File: src/rtl/pipe_hazard_ctrl.sv
// Stall/flush sequencer for the 5-stage pipeline: load-use stalls, branch/jump flushes,
// data-memory freezes, plus a saturating count of cycles with the PC held.
module pipe_hazard_ctrl #(
    parameter int LOAD_LAT   = 1,
    parameter int BR_PENALTY = 1,
    parameter int CNT_W      = 16
) (
    input  logic             CLK,
    input  logic             RST,
    input  logic [4:0]       ID_Rs,
    input  logic [4:0]       ID_Rt,
    input  logic             ID_UsesRt,
    input  logic             EX_MemRead,
    input  logic [4:0]       EX_Rt,
    input  logic             Branch_Taken,
    input  logic             JtoPC,
    input  logic             Mem_Busy,
    output logic             PC_Write,
    output logic             IFID_Write,
    output logic             IFID_Flush,
    output logic             IDEX_Bubble,
    output logic             EXMEM_Write,
    output logic [CNT_W-1:0] Stall_Count
);

    // RUN: normal issue | MEM_WAIT: frozen on dmem | LD_STALL: load-use bubbles | BR_FLUSH: post-branch flush
    typedef enum logic [1:0] {S_RUN, S_MEM_WAIT, S_LD_STALL, S_BR_FLUSH} state_t;

    localparam logic [2:0] LD_INIT = 3'(LOAD_LAT - 1);
    localparam logic [2:0] BR_INIT = 3'(BR_PENALTY - 1);

    state_t           r_state, w_next_state;
    logic [2:0]       r_cnt, w_next_cnt;
    logic [CNT_W-1:0] r_stall_cnt;
    logic             w_hazard_lu;

    assign w_hazard_lu = EX_MemRead && (EX_Rt != 5'd0) &&
                         ((EX_Rt == ID_Rs) || (ID_UsesRt && (EX_Rt == ID_Rt)));

    always_comb begin
        PC_Write     = 1'b1;
        IFID_Write   = 1'b1;
        IFID_Flush   = 1'b0;
        IDEX_Bubble  = 1'b0;
        EXMEM_Write  = 1'b1;
        w_next_state = r_state;
        w_next_cnt   = r_cnt;
        if (RST) begin
            PC_Write     = 1'b0;
            IFID_Write   = 1'b0;
            IFID_Flush   = 1'b1;
            IDEX_Bubble  = 1'b1;
            w_next_state = S_RUN;
            w_next_cnt   = 3'd0;
        end else begin
            case (r_state)
                S_RUN: begin
                    if (Mem_Busy) begin
                        PC_Write     = 1'b0;
                        IFID_Write   = 1'b0;
                        EXMEM_Write  = 1'b0;
                        w_next_state = S_MEM_WAIT;
                    end else if (Branch_Taken) begin
                        IFID_Flush  = 1'b1;
                        IDEX_Bubble = 1'b1;
                        if (BR_PENALTY > 1) begin
                            w_next_state = S_BR_FLUSH;
                            w_next_cnt   = BR_INIT;
                        end
                    end else if (w_hazard_lu) begin
                        PC_Write    = 1'b0;
                        IFID_Write  = 1'b0;
                        IDEX_Bubble = 1'b1;
                        if (LOAD_LAT > 1) begin
                            w_next_state = S_LD_STALL;
                            w_next_cnt   = LD_INIT;
                        end
                    end else if (JtoPC) begin
                        IFID_Flush = 1'b1;
                    end
                end
                S_MEM_WAIT: begin
                    if (Mem_Busy) begin
                        PC_Write    = 1'b0;
                        IFID_Write  = 1'b0;
                        EXMEM_Write = 1'b0;
                    end else begin
                        w_next_state = S_RUN;
                    end
                end
                S_LD_STALL: begin
                    PC_Write   = 1'b0;
                    IFID_Write = 1'b0;
                    if (Mem_Busy) begin
                        EXMEM_Write = 1'b0;
                    end else begin
                        IDEX_Bubble = 1'b1;
                        w_next_cnt  = r_cnt - 3'd1;
                        if (r_cnt <= 3'd1) w_next_state = S_RUN;
                    end
                end
                S_BR_FLUSH: begin
                    IFID_Flush = 1'b1;
                    if (Mem_Busy) begin
                        PC_Write    = 1'b0;
                        IFID_Write  = 1'b0;
                        EXMEM_Write = 1'b0;
                    end else begin
                        w_next_cnt = r_cnt - 3'd1;
                        if (r_cnt <= 3'd1) w_next_state = S_RUN;
                    end
                end
                default: w_next_state = S_RUN;
            endcase
        end
    end

    always_ff @(posedge CLK) begin
        if (RST) begin
            r_state     <= S_RUN;
            r_cnt       <= 3'd0;
            r_stall_cnt <= '0;
        end else begin
            r_state <= w_next_state;
            r_cnt   <= w_next_cnt;
            if (!PC_Write && (r_stall_cnt != {CNT_W{1'b1}}))
                r_stall_cnt <= r_stall_cnt + 1'b1;
        end
    end

    assign Stall_Count = r_stall_cnt;

endmodule

File: config.mk
export PLATFORM = sky130hd
export DESIGN_NAME = pipe_hazard_ctrl
export DESIGN_NICKNAME = d
export VERILOG_FILES = /design/src/rtl/pipe_hazard_ctrl.sv
export SDC_FILE = /design/constraint.sdc
export NUM_CORES = 1
export LEC_CHECK = 0
export CAP_MARGIN = 20
export CORE_MARGIN = 3
export CORE_UTILIZATION = 46
export CTS_CLUSTER_DIAMETER = 50
export DETAILED_ROUTE_END_ITERATION = 10
export PLACE_DENSITY = 0.95
export SYNTH_ARGS = -nofsm -noshare
export SYNTH_HDL_FRONTEND = slang
export SYNTH_SLANG_ARGS = --single-unit
File: constraint.sdc
create_clock -name CLK -period 6.4 [get_ports CLK]
set_input_delay 1.28 -clock CLK [delete_from_list [all_inputs] [get_ports CLK]]
set_output_delay 1.28 -clock CLK [all_outputs]
set_load 0.05 [all_outputs]
# Yosys cells after proc, flatten, opt, wreduce, memory -nomap -nowiden
# Cells that the tools add are included.
# Widths: inputs -> output; s select.
[totals]
regBits = 21
in_bits = 22
out_inout_bits = 21
wordCells = 54
[op_classes]
n_addsub = 2
magnitude_cmp = 1
n_eq_ne = 10
n_mux = 24
bitwise_logic = 1
reduce_logical = 13
[op_table]
columns = ["cell", "n"]
rows = [
  ["$add 16x1->16 const B", 1],
  ["$mux 1", 16],
  ["$ne 16x16->1 const B", 1],
  ["$eq 5x5->1", 2],
  ["$mux 2", 4],
  ["$ne 2x2->1 const B", 3],
  ["$pmux 2 s3", 1],
  ["$reduce_bool 5->1", 1],
  ["$eq 2x2->1 const B", 2],
  ["$logic_and 1x1->1", 4],
  ["$pmux 1 s2", 2],
  ["$reduce_and 4->1", 1],
  ["$reduce_or 2->1", 2],
  ["$reduce_or 4->1", 1],
  ["$le 3x1->1 const B", 1],
  ["$pmux 1 s3", 1],
  ["$sub 3x1->3 const B", 1],
  ["$eq 2x1->1 const B", 1],
  ["$logic_not 2->1", 1],
  ["$ne 2x1->1 const B", 1],
  ["$reduce_and 2->1", 1],
  ["$logic_not 1->1", 1],
  ["$logic_or 1x1->1", 1],
  ["$not 1->1", 1],
]

# Longest topological paths before layout
# Gate-level depths: netlist of the first run.
[depth]
depth_word = 11
mapped_depth = 8
depth_no_buf = 7

# Worst setup path before layout of the first run
# Ideal clock, no wire load.
[synth_path]
kind = "input-to-output"
start = "input port EX_Rt[1]"
end = "output port PC_Write"
t_arrival_ns = 2.920
t_required_ns = 5.120
path_slack_ns = 2.200
path_stages = 6
n_path_buf = 2
path_cell_list = "or4_1 -> o21ai_1 -> o41ai_4 -> inv_2 -> buf_2 -> buf_4"
[synth_between]
elab_chain_len = 9
elab_cells_between_ends = 12
cone_classes = "eq/ne (2); mux (5); reduce/logical (5)"
[synth_lines]
columns = ["element", "line", "rtl"]
rows = [
  ["from (decl)", "14", "input logic [4:0] EX_Rt,"],
  ["$eq 5x5->1", "38", "((EX_Rt == ID_Rs) || (ID_UsesRt && (EX_Rt == ID_Rt)));"],
  ["$logic_and 1x1->1", "38", ""],
  ["$logic_or 1x1->1", "38", ""],
  ["$logic_and 1x1->1 (*)", "37", "assign w_hazard_lu = EX_MemRead && (EX_Rt != 5'd0) &&"],
  ["$mux 1 (*) (3 in series)", "--", ""],
  ["$pmux 1 s3 (*)", "--", ""],
  ["$mux 1 (*)", "--", ""],
  ["to (decl)", "18", "output logic PC_Write,"],
]
# Every way passes the cells marked *; elsewhere a longest branch is shown, timed or not.

# Worst setup path after layout of the first run
[layout_path]
start = "input port EX_Rt[3]"
end = "output port PC_Write"
[layout_between]
elab_chain_len = 9
elab_cells_between_ends = 12
cone_classes = "eq/ne (2); mux (5); reduce/logical (5)"
[layout_lines]
columns = ["element", "line", "rtl"]
rows = [
  ["$eq 5x5->1", "38", ""],
  ["$logic_and 1x1->1", "38", ""],
  ["$logic_or 1x1->1", "38", ""],
  ["$logic_and 1x1->1 (*)", "37", ""],
  ["$mux 1 (*)", "70", "end else if (w_hazard_lu) begin"],
  ["$mux 1 (*)", "63", "end else if (Branch_Taken) begin"],
  ["$mux 1 (*)", "58", "if (Mem_Busy) begin"],
  ["$pmux 1 s3 (*)", "56", "case (r_state)"],
  ["$mux 1 (*)", "48", "if (RST) begin"],
]
# Marks and branches as above.

==> run summary, run 1 <==
status - finished, final reports clean
worst hold start - Stall_Count[14]$_SDFFE_PP0P_
Unique masters post-synth - 36
count leader, synth - dfxtp_1
Area contributors post-synth - dfxtp_1 31%, xor2_1 7.2%, nor2_1 5.5%, mux2_1 5.2%, a21oi_1 4.1%
Wirelength per Cell - 14.7 um
Yosys reg bits - 17
Clk pwr share - 26.4%
Core Region - 2230 um2
Worst Hold Depth - 2
Pleak - 0.559 nW
Synthesis Warnings - 0
DRC viols - 0
Die ar. - 3000 um2
TritonCTS buffer count - 3
GRT Residual Overflow - 0
GR Util All Layers - 21.7%
launch point of the critical path - EX_Rt[3]
Worst-Skew Late Latency - 0.30 ns
Mean Syn Cell Area - 8.15 um2
area of the multi-input gates - 709 um2
Post-synth EDFFs - 0
r2r setup slk - 3.91 ns
top cells by count, synth - 17 x dfxtp_1, 16 x nor2_1, 9 x a21oi_1, 9 x nand3_1, 9 x xor2_1
Post-synth top flop - dfxtp_1
worst reg2reg startpoint - Stall_Count[2]$_SDFFE_PP0P_
max cap viols - 0
R2R cell count - 6
Post-Syn Area - 1090 um2
Tmin final - 5.20 ns
CTS Hold Bufs - 0
crit-path max FO - 18
number of global-route vias before repair - 1,111
Max Clk Rate - 0.192 GHz
Sw Ratio - 30.5%
VDD IR-drop max - 172 uV
syn_nets - 157
area of placed instances - 1530 um2
TritonRoute pass-1 iters - 4
ANT nets after route - 0
Iter 0 DRT Violations - 23
combinational power share - 24.3%
Total Wirelength - 2980 um
post-synth top area cell - dfxtp_1
CTS clk-pin slew, worst paths - 0.09 ns
CP Data Arrival Time - 3.92 ns
DIE HEIGHT - 54.7 um
CTS tree - done
PortBufs - 42
worst endpoint required time - 5.12 ns
Register Area - 340 um2
DR vias/cell - 5.74
Seq/Total Area, Yosys - 31.2%
relative max-transition margin - 65.2%
RePlAce Congestion - 0.794
Post-CTS Setup Inserts - 0
final setup fails - 0
r2r endpoint - Stall_Count[13]$_SDFFE_PP0P_
Area growth syn-to-layout - 42.4%
Synth async-reset ratio - 0%
worst setup path end - PC_Write
Int Pwr - 0.000156 W
Min-Delay Path Class - register to register
power per cell area - 144 nW/um2
Fin. Hold Viols - 0
Worst Clk Skew - 0.0119 ns
largest net degree at the start of global routing - 26
sequential share of power - 49.3%
Fill cells - 191
DR vias - 1,165
Crit Path Class - input pin to primary output
# diodes - 0
Root Driver - clkbuf_4
Horiz. Die Dim - 54.7 um
post-CTS resize count - 0
unrepaired setup endpoints after global routing - false
net switching power figure - 0.0000684 W
clk sinks - 17
hold slack final - 0.522 ns
# rows - 17
crit path capture type - primary output
Yosys top cell area share - 31.2%
global-route wire length before repair - 4710 um
worst-margin pin slew - 0.522 ns
antenna violations before repair - 0
fin crit share - 81.2%
CTS Buffer Depth - 2
CTS H-tree lvls - 1
CP Launch Type - input pin
nets@finish - 199
HPWL Detailed - 2240 um
gate count of the mapped netlist - 134
Initial Utilization - 48.9%
final instance area - 1560 um2
layout cells sized above 1 - 6.29%
I/O pin count - 43
setup TNS - 0 ns
Slew Limit Fails - 0
[power by group through the flow]
stage               clock network [W]  registers (W)  logic [W]
global placement                    0       0.000113  0.0000531
detailed placement                  0       0.000113  0.0000544
finish                      0.0000593       0.000110  0.0000545
CTS                         0.0000596       0.000110  0.0000547
floorplan                           0       0.000117  0.0000243
global route                0.0000641       0.000111  0.0000581
[placed cells by master (no fill, tap or decap)]
| master | count |
|---|---|
| clkdlybuf4s50_1 | 42 |
| dfxtp_1 | 17 |
| nor2_1 | 16 |
| xor2_1 | 9 |
| nand3_1 | 9 |
| a21oi_1 | 9 |
| nand2_1 | 8 |
| nor2b_1 | 7 |
| or4_1 | 6 |
| and3_1 | 5 |
| mux2_1 | 5 |
| o31ai_1 | 4 |
| inv_1 | 3 |
| o21ai_0 | 3 |
| o41ai_1 | 3 |
| clkbuf_4 | 3 |
| o21ai_1 | 2 |
| and4_1 | 2 |
| nand4_1 | 2 |
| or2_2 | 2 |
| nand2b_1 | 2 |
| nor4_2 | 1 |
| xnor2_1 | 1 |
| nor3_1 | 1 |
| a32oi_1 | 1 |
| o41ai_4 | 1 |
| inv_2 | 1 |
| o21a_1 | 1 |
| a311o_1 | 1 |
| o32a_1 | 1 |
| o311ai_1 | 1 |
| mux2_2 | 1 |
| or3_1 | 1 |
| nand4b_1 | 1 |
| ha_1 | 1 |
| clkinv_2 | 1 |
| buf_4 | 1 |
[sequential cells by signal (all words and copies together), names as in the netlist]
| name | count |
|---|---|
| Stall_Count | 16 |
| r_state | 1 |
[cell families after synthesis]
| family | share of synthesized area, % |
|---|---|
| xor+xnor | 8.02 |
| compound gates | 18.2 |
| mux | 6.19 |
| simple gates | 31.4 |
| buf+inv | 3.89 |
| fa+ha+maj | 1.15 |
| flops | 31.2 |
[worst min-delay path by stage]
stage	end	slack, ns
final	Stall_Count[14]$_SDFFE_PP0P_	0.52
after CTS	Stall_Count[14]$_SDFFE_PP0P_	0.52
after global routing	Stall_Count[14]$_SDFFE_PP0P_	0.57
after global placement	Stall_Count[14]$_SDFFE_PP0P_	0.49
after detailed placement	Stall_Count[14]$_SDFFE_PP0P_	0.50
after floorplan	Stall_Count[1]$_SDFFE_PP0P_	0.66
[worst max-delay path: stages]
cell and delay [ns]:
clkdlybuf4s50_1 0.46, xor2_1 0.19, nor4_2 0.30, a32oi_1 0.25
o41ai_4 0.47, inv_2 0.22, clkdlybuf4s50_1 0.76
[stage by stage]
| stage | worst slack, ns | instances | total power (W) | utilization, % |
|---|---|---|---|---|
| 2_1_floorplan | 2.20 | 134 | 0.000142 | - |
| 3_3_place_gp | 1.30 | 199 | 0.000166 | 68.4 |
| 3_5_place_dp | 1.22 | 199 | 0.000167 | 68.4 |
| 4_1_cts | 1.21 | 203 | 0.000225 | 69.6 |
| 5_1_grt | 1.11 | 203 | 0.000233 | 69.6 |
| 6_report | 1.20 | 203 | 0.000224 | 69.6 |
[area by class of cell]
cell class | count | share of cell area, %
Multi-Input combinational cell | 107 | 45.6
Timing Repair Buffer | 43 | 27.5
Sequential cell | 17 | 21.9
Tap cell | 28 | 2.25
Clock buffer | 3 | 1.45
Inverter | 4 | 0.965
Clock inverter | 1 | 0.322
[routing by layer]
layer	wire length, um	vias to the layer above	track usage (%)
li1	-	576	-
met1	1200	534	24.3
met2	1420	48	36.4
met3	286	7	5.45
met4	67	0	13.3
met5	0	-	0
Power figures use the tool's default switching activity.
==> run 2: changes to the inputs <==
--- a/config.mk
+++ b/config.mk
@@ -7,10 +7,10 @@
 export LEC_CHECK = 0
 export CAP_MARGIN = 20
 export CORE_MARGIN = 3
-export CORE_UTILIZATION = 46
+export CORE_UTILIZATION = 43
 export CTS_CLUSTER_DIAMETER = 50
 export DETAILED_ROUTE_END_ITERATION = 10
-export PLACE_DENSITY = 0.95
+export PLACE_DENSITY = 0.9
 export SYNTH_ARGS = -nofsm -noshare
 export SYNTH_HDL_FRONTEND = slang
 export SYNTH_SLANG_ARGS = --single-unit
==> constraint.sdc (replaced) <==
create_clock -name CLK -period 4.87 [get_ports CLK]
set_input_delay 0.974 -clock CLK [delete_from_list [all_inputs] [get_ports CLK]]
set_output_delay 0.974 -clock CLK [all_outputs]
set_load 0.05 [all_outputs]
==> run 2 against run 1 <==
  * Via count about the same
  * Clock power increased by 25%
  * Routed wire length down 1.4%
  * Critical path depth is the same
  * Power is 30% higher
  * Die area rose by 6.2%
  * Setup slack got worse by 0.79 ns
  * Largest power group unchanged
  * Largest cell class unchanged
==> run summary, run 2 (synthesis results as in run 1) <==
largest net degree at the start of global routing - 25 (was 26)
Slew Limit Fails - 0 (unchanged)
Pleak - 0.564 nW (was 0.559 nW)
setup TNS - 0 ns (unchanged)
launch point of the critical path - EX_Rt[1] (was EX_Rt[3])
crit-path max FO - 4 (was 18)
GRT Residual Overflow - 0 (unchanged)
area of the multi-input gates - 709 um2 (unchanged)
# rows - 17 (unchanged)
R2R cell count - 6 (unchanged)
layout cells sized above 1 - 6.82% (was 6.29%)
worst endpoint required time - 3.90 ns (was 5.12 ns)
GR Util All Layers - 18.7% (was 21.7%)
antenna violations before repair - 0 (unchanged)
DR vias - 1,166 (was 1,165)
DIE HEIGHT - 56.4 um (was 54.7 um)
CTS tree - done (unchanged)
power per cell area - 187 nW/um2 (was 144 nW/um2)
CP Launch Type - input pin (unchanged)
status - finished, final reports clean (unchanged)
Initial Utilization - 47.1% (was 48.9%)
max cap viols - 0 (unchanged)
Tmin final - 4.46 ns
# diodes - 0 (unchanged)
CTS H-tree lvls - 1 (unchanged)
Total Wirelength - 2940 um (was 2980 um)
CTS Hold Bufs - 0 (unchanged)
r2r setup slk - 2.42 ns (was 3.91 ns)
clk sinks - 17 (unchanged)
Die ar. - 3180 um2 (was 3000 um2)
ANT nets after route - 0 (unchanged)
final setup fails - 0 (unchanged)
Crit Path Class - input pin to primary output (unchanged)
I/O pin count - 43 (unchanged)
r2r endpoint - Stall_Count[13]$_SDFFE_PP0P_ (unchanged)
CP dominant cell by count - clkdlybuf4s50_1 (unchanged)
post-CTS resize count - 0 (unchanged)
TritonCTS buffer count - 3 (unchanged)
hold slack final - 0.515 ns (was 0.522 ns)
nets@finish - 200 (was 199)
DRC viols - 0 (unchanged)
Worst-Skew Late Latency - 0.28 ns (was 0.30 ns)
DR vias/cell - 5.72 (was 5.74)
slowest stage cell on the critical path - clkdlybuf4s50_1 (unchanged)
unrepaired setup endpoints after global routing - false (unchanged)
Fin. Hold Viols - 0 (unchanged)
max incr delay on CP - 0.80 ns (was 0.76 ns)
Fill cells - 201 (was 191)
CTS Buffer Depth - 2 (unchanged)
global-route wire length before repair - 4890 um (was 4710 um)
Area growth syn-to-layout - 43.1% (was 42.4%)
worst reg2reg startpoint - Stall_Count[2]$_SDFFE_PP0P_ (unchanged)
Post-CTS Setup Inserts - 0 (unchanged)
RePlAce Congestion - 0.829 (was 0.794)
worst-margin pin slew - 0.516 ns (was 0.522 ns)
most common cell after layout, fill and taps aside - clkdlybuf4s50_1 (unchanged)
Core Region - 2320 um2 (was 2230 um2)
Horiz. Die Dim - 56.4 um (was 54.7 um)
HPWL Detailed - 2240 um (about the same)
worst hold start - Stall_Count[5]$_SDFFE_PP0P_ (was Stall_Count[14]$_SDFFE_PP0P_)
Worst Clk Skew - 0.00753 ns (was 0.0119 ns)
CTS clk-pin slew, worst paths - 0.10 ns (was 0.09 ns)
CP Data Arrival Time - 3.49 ns (was 3.92 ns)
relative max-transition margin - 65.6% (was 65.2%)
TritonRoute pass-1 iters - 4 (unchanged)
Max Clk Rate - 0.224 GHz
Root Driver - clkbuf_4 (unchanged)
Register Area - 340 um2 (unchanged)
Iter 0 DRT Violations - 26 (was 23)
fin crit share - 91.6%
worst setup path end - IFID_Flush (was PC_Write)
Min-Delay Path Class - register to register (unchanged)
Largest register FFs - 16 (unchanged)
PortBufs - 42 (unchanged)
Wirelength per Cell - 14.4 um (was 14.7 um)
most frequent cells in the layout - 42 x clkdlybuf4s50_1, 17 x dfxtp_1, 16 x nor2_1 (unchanged)
CP Cell Sequence - clkdlybuf4s50_1 > or4_1 > o21ai_1 > o21a_1 > o21ai_0 > nand2_1 > clkdlybuf4s50_1 (was clkdlybuf4s50_1 > xor2_1 > nor4_2 > a32oi_1 > o41ai_4 > inv_2 > clkdlybuf4s50_1)
VDD IR-drop max - 224 uV (was 172 uV)
crit path capture type - primary output (unchanged)
number of global-route vias before repair - 1,119 (was 1,111)
==> run 2: cell count changes in the layout (fill, tap and decap cells not counted), sizes merged <==
| cell | delta |
|---|---|
| buf | +1 |
==> run 2: report_power, final <==
| part | switching (W) | internal, W |
|---|---|---|
| sequential | 0.00000374 | 0.000141 |
| combinational | 0.0000393 | 0.0000334 |
| clock | 0.0000435 | 0.0000305 |
==> run 2: layout make-up <==
type / count / area share, %
Sequential cell: 17 / 21.8
Timing Repair Buffer: 44 / 27.9
Multi-Input combinational cell: 107 / 45.4
Inverter: 4 / 0.961
Clock buffer: 3 / 1.44
Tap cell: 28 / 2.24
Clock inverter: 1 / 0.320
==> run 2: worst min-delay path by stage <==
| stage | to | slack (ns) | cells past startpoint |
|---|---|---|---|
| detailed placement | Stall_Count[14]$_SDFFE_PP0P_ | 0.49 | 2 |
| floorplan | Stall_Count[1]$_SDFFE_PP0P_ | 0.66 | 3 |
| CTS | Stall_Count[14]$_SDFFE_PP0P_ | 0.51 | 2 |
| global route | Stall_Count[5]$_SDFFE_PP0P_ | 0.54 | 2 |
| global placement | Stall_Count[14]$_SDFFE_PP0P_ | 0.48 | 2 |
| finish | Stall_Count[5]$_SDFFE_PP0P_ | 0.51 | 2 |
==> run 2: worst max-delay path: cells and delay by family <==
| family | cells | cell delay, ns |
|---|---|---|
| AO/OA/AOI/OAI | 3 | 0.61 |
| AND/OR/NAND/NOR | 2 | 0.63 |
| buffers and inverters | 2 | 1.27 |
==> run 2: metrics by stage <==
stage	cell area (um2)	std cells	setup WS [ns]	utilization, %	total power, W
2_1_floorplan	1090	134	1.28	-	0.000186
3_3_place_gp	1540	200	0.495	66.2	0.000219
3_5_place_dp	1540	200	0.397	66.2	0.000221
4_1_cts	1560	204	0.397	67.4	0.000294
5_1_grt	1560	204	0.272	67.4	0.000306
6_report	1560	204	0.409	67.4	0.000292
==> run 2: metal layers <==
| metal | GRT usage [%] | wire, um |
|---|---|---|
| met1 | 23.9 | 1370 |
| met2 | 31.6 | 1380 |
| met3 | 4.60 | 184 |
| met4 | 4.07 | 12 |
| met5 | 0 | 0 |
